--- src/rtl/pwm_basico.sv ---
// pwm_basico: free-running PWM with a self-sweeping duty cycle.
// The R-bit counter sets the PWM period (2^R clocks). `enable` ticks for one
// clock at the end of every period. Duty steps once every DIV periods.
// Optional feature: define PWM_BASICO_BREATHE_EN for a triangle ("breathing")
// sweep. Without it the sweep is a sawtooth that wraps from max back to 0.
module pwm_basico #(
  parameter int R   = 8,
  parameter int DIV = 4
) (
  input  logic clk,
  input  logic reset,
  output logic enable,
  output logic pwm_out
);

  localparam int              PW        = (DIV > 1) ? $clog2(DIV) : 1;
  localparam logic [R-1:0]    CNT_MAX   = '1;
  localparam logic [PW-1:0]   PCNT_LAST = PW'(DIV - 1);

  logic [R-1:0]  cnt;
  logic [R-1:0]  cnt_next;
  logic [R-1:0]  duty;
  logic [R-1:0]  duty_next;
  logic [PW-1:0] pcnt;
  logic [PW-1:0] pcnt_next;
  logic          step;

`ifdef PWM_BASICO_BREATHE_EN
  typedef enum logic {DIR_UP, DIR_DOWN} dir_t;
  dir_t dir;
  dir_t dir_next;
`endif

  assign cnt_next = cnt + R'(1);
  assign enable   = (cnt == CNT_MAX);
  assign step     = enable && (pcnt == PCNT_LAST);

  // Period counter: advances on each end-of-period tick, clears at a duty step
  always_comb begin
    pcnt_next = pcnt;
    if (enable) begin
      pcnt_next = step ? '0 : pcnt + PW'(1);
    end
  end

`ifdef PWM_BASICO_BREATHE_EN
  // Triangle sweep: direction flips on the step that lands on either end
  always_comb begin
    duty_next = duty;
    dir_next  = dir;
    if (step) begin
      if (dir == DIR_UP) begin
        duty_next = duty + R'(1);
        if (duty_next == CNT_MAX) dir_next = DIR_DOWN;
      end else begin
        duty_next = duty - R'(1);
        if (duty_next == '0) dir_next = DIR_UP;
      end
    end
  end

  // Direction register
  always_ff @(posedge clk or posedge reset) begin
    if (reset) dir <= DIR_UP;
    else       dir <= dir_next;
  end
`else
  // Sawtooth sweep: natural R-bit wrap from max back to 0
  always_comb begin
    duty_next = duty;
    if (step) duty_next = duty + R'(1);
  end
`endif

  // Counter, period counter, duty and registered PWM output.
  // The compare uses duty_next: a step only happens on the wrap edge, so the
  // new duty governs the whole period that starts there and no runt appears.
  always_ff @(posedge clk or posedge reset) begin
    if (reset) begin
      cnt     <= '0;
      pcnt    <= '0;
      duty    <= '0;
      pwm_out <= 1'b0;
    end else begin
      cnt     <= cnt_next;
      pcnt    <= pcnt_next;
      duty    <= duty_next;
      pwm_out <= (cnt_next < duty_next);
    end
  end

endmodule

--- config.mk ---
export PLATFORM = sky130hd
export DESIGN_NAME = pwm_basico
export DESIGN_NICKNAME = d
export VERILOG_FILES = /design/src/rtl/pwm_basico.sv
export SDC_FILE = /design/constraint.sdc
export NUM_CORES = 1
export LEC_CHECK = 0
export CELL_PAD_IN_SITES_DETAIL_PLACEMENT = 2
export CELL_PAD_IN_SITES_GLOBAL_PLACEMENT = 2
export CORE_ASPECT_RATIO = 1.1
export CORE_MARGIN = 1.5
export CORE_UTILIZATION = 40
export CTS_CLUSTER_DIAMETER = 60
export DETAILED_ROUTE_END_ITERATION = 6
export PLACE_DENSITY_LB_ADDON = 0.1
export SETUP_SLACK_MARGIN = 0.1
export SYNTH_ARGS = -nofsm -noshare
export SYNTH_HDL_FRONTEND = slang
export SYNTH_SLANG_ARGS = --single-unit
export TNS_END_PERCENT = 5
--- constraint.sdc ---
create_clock -name clk -period 3.2 [get_ports clk]
set_input_delay 0.32 -clock clk [delete_from_list [all_inputs] [get_ports clk]]
set_output_delay 0.32 -clock clk [all_outputs]
set_load 0.02 [all_outputs]
### Word-level counts from Yosys, hierarchy flattened

Index checks and enable logic that the tools add are counted.
Widths: inputs -> output; s select.

* register bits after elaboration: 19
* bits in latches: 0
* memory bits (writable): 0
* memory bits (read-only): 0
* bits of input ports: 2
* output and inout bits: 2
* memories kept: 0

* $add $sub $neg: 3
* $mul: 0
* div/mod/pow operators: 0
* $lt $le $gt $ge: 1
* equal/unequal tests: 2
* shifts and indexed selects: 0
* muxes and demuxes: 2
* bitwise logic cells: 0
* reductions and logical operators: 1

Operator list (number)
* $add 8x1->8 const B: 2
* $eq 8x8->1 const B: 1
* $lt 8x8->1: 1
* $mux 8: 1
* $add 2x1->2 const B: 1
* $eq 2x2->1 const B: 1
* $mux 2: 1
* $logic_and 1x1->1: 1

### Depth between registers and ports, before layout

Gate-level depths: netlist of the first run.

* depth after elaboration: 4
* depth in mapped cells: 10

### Worst setup path before layout of the first run

Ideal clock, no wire load.

* path kind: register -> register
* from: reg cnt[0]
* to: reg pwm_out
* setup time: 0.082 ns
* arrival: 2.397 ns
* data required time: 3.118 ns
* slack: 0.722 ns
* cell stages (with the launch flop): 11
* buffers on the path: 0
* cells stage by stage: dfrtp_1 -> ha_1 -> nand4_2 -> nor3_4 -> and4_2 -> xnor2_1 -> ha_1 -> a21o_1 -> a21o_1 -> a211o_1 -> a31oi_1

* longest elaborated chain between the ends: 4
* elaborated cells between the ends (all ways): 5
* those cells by class: add/sub (1); order compare (1); eq/ne (1); mux (1); reduce/logical (1)

Ends and longest elaborated chain
* from (decl): line 20 `logic [R-1:0] cnt;`
* from (signal assigned): line 85 `cnt <= cnt_next;`
* branches (longest 3 deep; another with $add 8x1->8)
* $lt 8x8->1 *: line 88 `pwm_out <= (cnt_next < duty_next);`
* to (signal assigned): line 88
* to (decl): line 13 `output logic pwm_out`

Mark *: on every way between the ends.
A chain may end at the register's enable or synchronous reset.

### Worst setup path in the final report of the first run

Ends and elaborated chain as after synthesis.

==> impl_metrics.yaml, run 1 <==
run_status:
  status: "completed"
logic_synthesis:
  synth.distinct_cells: 24
  yosys-top-cells-count: "19 x dfrtp_1, 11 x xor2_1, 10 x ha_1, 8 x xnor2_1, 7 x nor2_1"
  synth_area_per_cell_um2: 11.8
  ys_ff_latch: 19
  yosys-top-cells-area: "dfrtp_1 46%, ha_1 12%, xor2_1 9.3%, xnor2_1 6.8%, mux2_2 3.3%"
  synth_nets: 100
  yosysTopAreaCell: "dfrtp_1"
  synth_ff_type: "dfrtp_1"
  synth_seq_area_share_pct: 45.9
  syn_inst: 88
  synth_area_um2: 1030
  post-synth-top-count-cell: "dfrtp_1"
  synth-edff-count: 0
  yosysTopAreaCellShare_pct: 45.9
  synth_warnings: 0
  async_flop_share_pct: 100
timing:
  slew_headroom_pct: 51.6
  slew_violations: 0
  worst_clock_skew_ps: 3.41
  worst_pin_slew_ps: 725
  final-hold-violation-count: 0
  rsz0062_at_grt: "no"
  period_needed_ps: 2770
  setup_viol: 0
  fin_crit_sh_pct: 86.7
  fmaxAchievable_mhz: 360
  setup_tns_ps: 0
clock_tree:
  htree_num_levels: 1
  clockBufferDepth: 2
  root_buffer: "clkbuf_4"
  clk_pin_slew_worst_paths_ps: 100
  cts_resized: 0
  clock_sinks: 19
  numCtsBuffers: 3
  clkLatencyLatePin_ps: 290
  post_cts_buffers: 0
  ctsHoldBuffers: 0
  cts_tree: "yes"
detailed_routing:
  dr_total_vias: 684
  drtIter0Drc: 4
  via_per_inst: 5.43
  wl_per_cell_um: 16.2
  drt_pass1_iterations: 4
  drc: 0
  wl_mm: 2.05
  drtAntennaViolNets: 0
worst_setup_path:
  crit_fanout: 10
  path_class: "flop to flop"
  cp.required_ps: 3420
  worstPathArrival_ps: 3000
  regToRegSetupSlack_ps: 430
  crit_path_end_kind: "flop"
  reg2reg_depth: 10
  cp-start-kind: "flop"
finish:
  post-route-util_pct: 45.7
  final_area_um2: 1130
  area_growth_pct: 9.19
  fin_nets: 108
  drive_gt1_share_pct: 13.7
  diodes: 0
floorplan:
  initial_core_util_pct: 41.9
  die_w_um: 51.5
  io_pins: 4
  fp-row-count: 19
  dieArea_um2: 2900
  core-area_um2: 2470
  die_h_um: 56.3
hold_path:
  hold_path_class: "input port to async pin"
placement:
  place_congestion: 0.635
  dp_hpwl_mm: 1.65
  place_area_um2: 1100
  io_buffers: 3
flow_run:
  maxCapViolations: 0
grt:
  grt_pass1_wl_mm: 3.68
  grt-ovfl-total: 0
  grt_pass1_vias: 791
  antenna_found_initial: 0
  track_usage_pct: 17.0
  grt_max_degree: 20
pwr:
  leakage_nw: 0.570
  ir_drop_uv: 136
  power_per_cell_area_nw_per_um2: 323
cells by family after synthesis:
logic type	after synthesis	share of synthesized area, %
and+or+nand+nor	27	17.1
xor gates and xnor gates	19	16.1
DFF	19	45.9
adders and majority gates	10	12.1
AOI/OAI and AO/OA	6	4.11
buffers and inverters	4	1.45
muxes	3	3.26
path summary, 6_finish.rpt:
| path | start | to |
|---|---|---|
| hold reg to reg | duty[6] | duty[6] |
| hold / removal | reset | cnt[1] |
| setup / recovery | cnt[0] | pwm_out |
| setup reg to reg | cnt[0] | pwm_out |
| min in group clk | duty[6] | duty[6] |
| max in group asynchronous | reset | pcnt[0] |
per-stage QoR:
| stage | hold slack [ps] | worst slack [ps] | cells | power, mW |
|---|---|---|---|---|
| after floorplan | 271 | 722 | 88 | 0.248 |
| after global placement | 480 | 482 | 122 | 0.251 |
| after detailed placement | 499 | 422 | 122 | 0.251 |
| after CTS | 461 | 388 | 126 | 0.377 |
| after global routing | 516 | 233 | 126 | 0.383 |
| final | 449 | 426 | 126 | 0.364 |
report_power, final:
group / switching, mW / internal, mW
clock network: 0.0703 / 0.0484
registers: 0 / 0.240
logic: 0.00468 / 0.00114
final cells by class:
class                           count  area [µm²]
Tap cell                           31        38.8
Timing Repair Buffer                3        30.0
Sequential cell                    19         475
Inverter                            4        15.0
Multi-Input combinational cell     65         544
Fill cell                         261        1340
Clock buffer                        4        26.3
cell usage in the layout (no fill, tap or decap):
cell | Yosys | routed
xor2_1 | 11 | 11
nor2_1 | 7 | 7
clkbuf_1 | 0 | 1
and4_2 | 2 | 2
clkbuf_4 | 0 | 3
clkdlybuf4s50_1 | 0 | 3
o211ai_1 | 1 | 1
mux2_2 | 3 | 3
ha_1 | 10 | 10
a21o_1 | 2 | 2
nand3_1 | 3 | 3
and3_1 | 2 | 2
and3_2 | 1 | 1
nor3_4 | 1 | 1
and4_1 | 1 | 1
inv_1 | 4 | 4
nand4_2 | 1 | 1
dfrtp_1 | 19 | 19
or4b_2 | 1 | 1
nand4_1 | 3 | 3
nand2_1 | 3 | 3
a21oi_1 | 1 | 1
a31oi_1 | 1 | 1
xnor2_1 | 8 | 8
or4b_1 | 1 | 1
a211o_1 | 1 | 1
and2_2 | 1 | 1
sequential cells by signal, indices dropped and copies added, names as in the netlist:
signal   count
cnt          8
duty         8
pcnt         2
pwm_out      1
worst max-delay path: stages, from the launching register on:
cell and delay (ps):
dfrtp_1 400, ha_1 250, nand4_2 160, nor3_4 420, and4_2 320, xnor2_1 130, ha_1 270, a21o_1 160
a21o_1 180, a211o_1 290, a31oi_1 130
metal layers:
layer,routed length (µm),vias up,global-route usage [%]
li1,-,325,-
met1,903,355,20.6
met2,1110,2,30.4
met3,23,2,2.39
met4,8,0,5.64
met5,0,-,0
Power figures use the tool's default switching activity.
==> run 2: changes to the inputs <==
--- a/config.mk
+++ b/config.mk
@@ -8,7 +8,7 @@
 export CELL_PAD_IN_SITES_DETAIL_PLACEMENT = 2
 export CELL_PAD_IN_SITES_GLOBAL_PLACEMENT = 2
 export CORE_ASPECT_RATIO = 1.1
-export CORE_MARGIN = 1.5
+export CORE_MARGIN = 2
 export CORE_UTILIZATION = 40
 export CTS_CLUSTER_DIAMETER = 60
 export DETAILED_ROUTE_END_ITERATION = 6
==> run 2 against run 1 <==
Via count shrank 1.0%. Sequential share of layout area unchanged. Total power rose by 1.7%. Non-clock buffer count unchanged. Clock power rose by 5%. Critical path type unchanged. Largest power group unchanged. Highest routed layer unchanged.
==> impl_metrics.yaml, run 2 (synthesis gave the netlist of run 1 again) <==
worst_setup_path:
  cp-start-kind: "flop"
  r2r-start: "cnt[0]"
  worstPathArrival_ps: 3110
  path_class: "flop to flop"
  slowest_delay_ps: 420
  crit_fanout: 10
  crit_path_top_delay_cell: "nor3_4"
  path_cells: "ha_1 -> nand4_2 -> nor3_4 -> and4_2 -> xnor2_1 -> ha_1 -> a21o_1 -> a21o_1 -> a211o_1 -> a31oi_1"
  crit_path_end_kind: "flop"
  startpoint: "cnt[0]"
  cp.required_ps: 3440
pwr:
  clkPwrFrac_pct: 33.7
  swShare_pct: 21.9
  leakage_nw: 0.570
  comb_power_share_pct: 1.6
  ir_drop_uv: 258
  power_per_cell_area_nw_per_um2: 328
  internal_power_mw: 0.290
  p_switching_mw: 0.0811
  seq_power_share_pct: 64.7
  finalPower_mw: 0.371
grt:
  track_usage_pct: 17.7
  grt_pass1_wl_mm: 3.86
  grt-ovfl-total: 0
  use_met1_pct: 23.0
  antenna_found_initial: 0
  grt_util_met2_pct: 29.1
  use_met3_pct: 3.14
  grt.busiest_layer: "met2"
  grt_max_degree: 20
  grt_pass1_vias: 783
clock_tree:
  clock_sinks: 19
  post_cts_buffers: 0
  cts_tree: "yes"
  cts_resized: 0
  htree_num_levels: 1
  clk_pin_slew_worst_paths_ps: 110
  clockBufferDepth: 2
  root_buffer: "clkbuf_4"
  clkLatencyLatePin_ps: 300
  numCtsBuffers: 3
  ctsHoldBuffers: 0
finish:
  fin_nets: 108
  drive_gt1_share_pct: 13.7
  diodes: 0
  area_growth_pct: 9.19
  layout_common_cells: "19 x dfrtp_1, 11 x xor2_1, 10 x ha_1"
  fill_cells: 262
  final_common_cell: "dfrtp_1"
  post-route-util_pct: 45.7
  top_regs: "cnt x8, duty x8, pcnt x2"
timing:
  setup_viol: 0
  period_needed_ps: 2870
  slew_violations: 0
  slew_headroom_pct: 51.3
  rsz0062_at_grt: "no"
  worst_clock_skew_ps: 5.71
  final-hold-violation-count: 0
  worst_pin_slew_ps: 729
  setup_tns_ps: 0
  fin_crit_sh_pct: 89.8
  fmaxAchievable_mhz: 348
placement:
  dp_hpwl_mm: 1.67
  place_congestion: 0.635
  io_buffers: 3
flow_run:
  maxCapViolations: 0
detailed_routing:
  wl_per_cell_um: 16.9
  drc: 0
  via_per_inst: 5.37
  wl_mm: 2.13
  drtAntennaViolNets: 0
  drt_pass1_iterations: 2
  drtIter0Drc: 13
  dr_total_vias: 677
floorplan:
  core-area_um2: 2470
  initial_core_util_pct: 41.9
  fp-row-count: 19
  dieArea_um2: 3010
  io_pins: 4
  die_h_um: 57.3
  die_w_um: 52.5
run_status:
  status: "completed"
hold_path:
  hold_path_class: "input port to async pin"
[run 2: cell counts in the layout (fill, tap and decap cells not counted)]
Identical to the previous run, type by type.
[run 2: power by group through the flow]
stage / Combinational (mW) / Clock, mW / Sequential (mW)
6_report: 0.00580 / 0.125 / 0.240
5_1_grt: 0.00686 / 0.141 / 0.240
4_1_cts: 0.00624 / 0.128 / 0.240
3_5_place_dp: 0.00623 / 0 / 0.245
3_3_place_gp: 0.00603 / 0 / 0.245
2_1_floorplan: 0.00360 / 0 / 0.245
[run 2: path summary, 6_finish.rpt]
check,endpoint,depth (start not counted),slack [ps]
setup reg to reg,pwm_out,10,330
min in group clk,duty[6],1,510
setup / recovery,pwm_out,10,330
hold reg to reg,duty[6],1,510
max in group asynchronous,duty[4],2,2310
hold / removal,cnt[1],2,430
[run 2: metrics by stage]
stage	hold WS (ps)	area [µm²]	instances	setup WS, ps
detailed placement	504	1100	122	352
finish	428	1130	126	326
global route	504	1130	126	102
floorplan	271	1030	88	722
CTS	457	1130	126	306
global placement	480	1100	122	485
[run 2: layer usage]
metal / up-vias / routed length [µm] / part of all wire [%]
li1: 324 / - / -
met1: 343 / 947 / 44
met2: 5 / 1110 / 52
met3: 5 / 35 / 1.6
met4: 0 / 36 / 1.7
met5: - / 0 / 0
[run 2: critical path, delay by kind of cell (launching register included)]
kind / cells / cell delay [ps]
AOI/OAI and AO/OA: 4 / 790
xor gates and xnor gates: 1 / 130
adders and majority gates: 2 / 540
DFF: 1 / 410
and+or+nand+nor: 3 / 920
[run 2: final cells by class]
class | count | area (µm²) | area share (%)
multi-input cells | 65 | 544 | 48.2
flip-flops and latches | 19 | 475 | 42.1
well taps | 31 | 38.8 | 3.43
repair buffers | 3 | 30.0 | 2.66
clock buffers | 4 | 26.3 | 2.33
inverters | 4 | 15.0 | 1.33
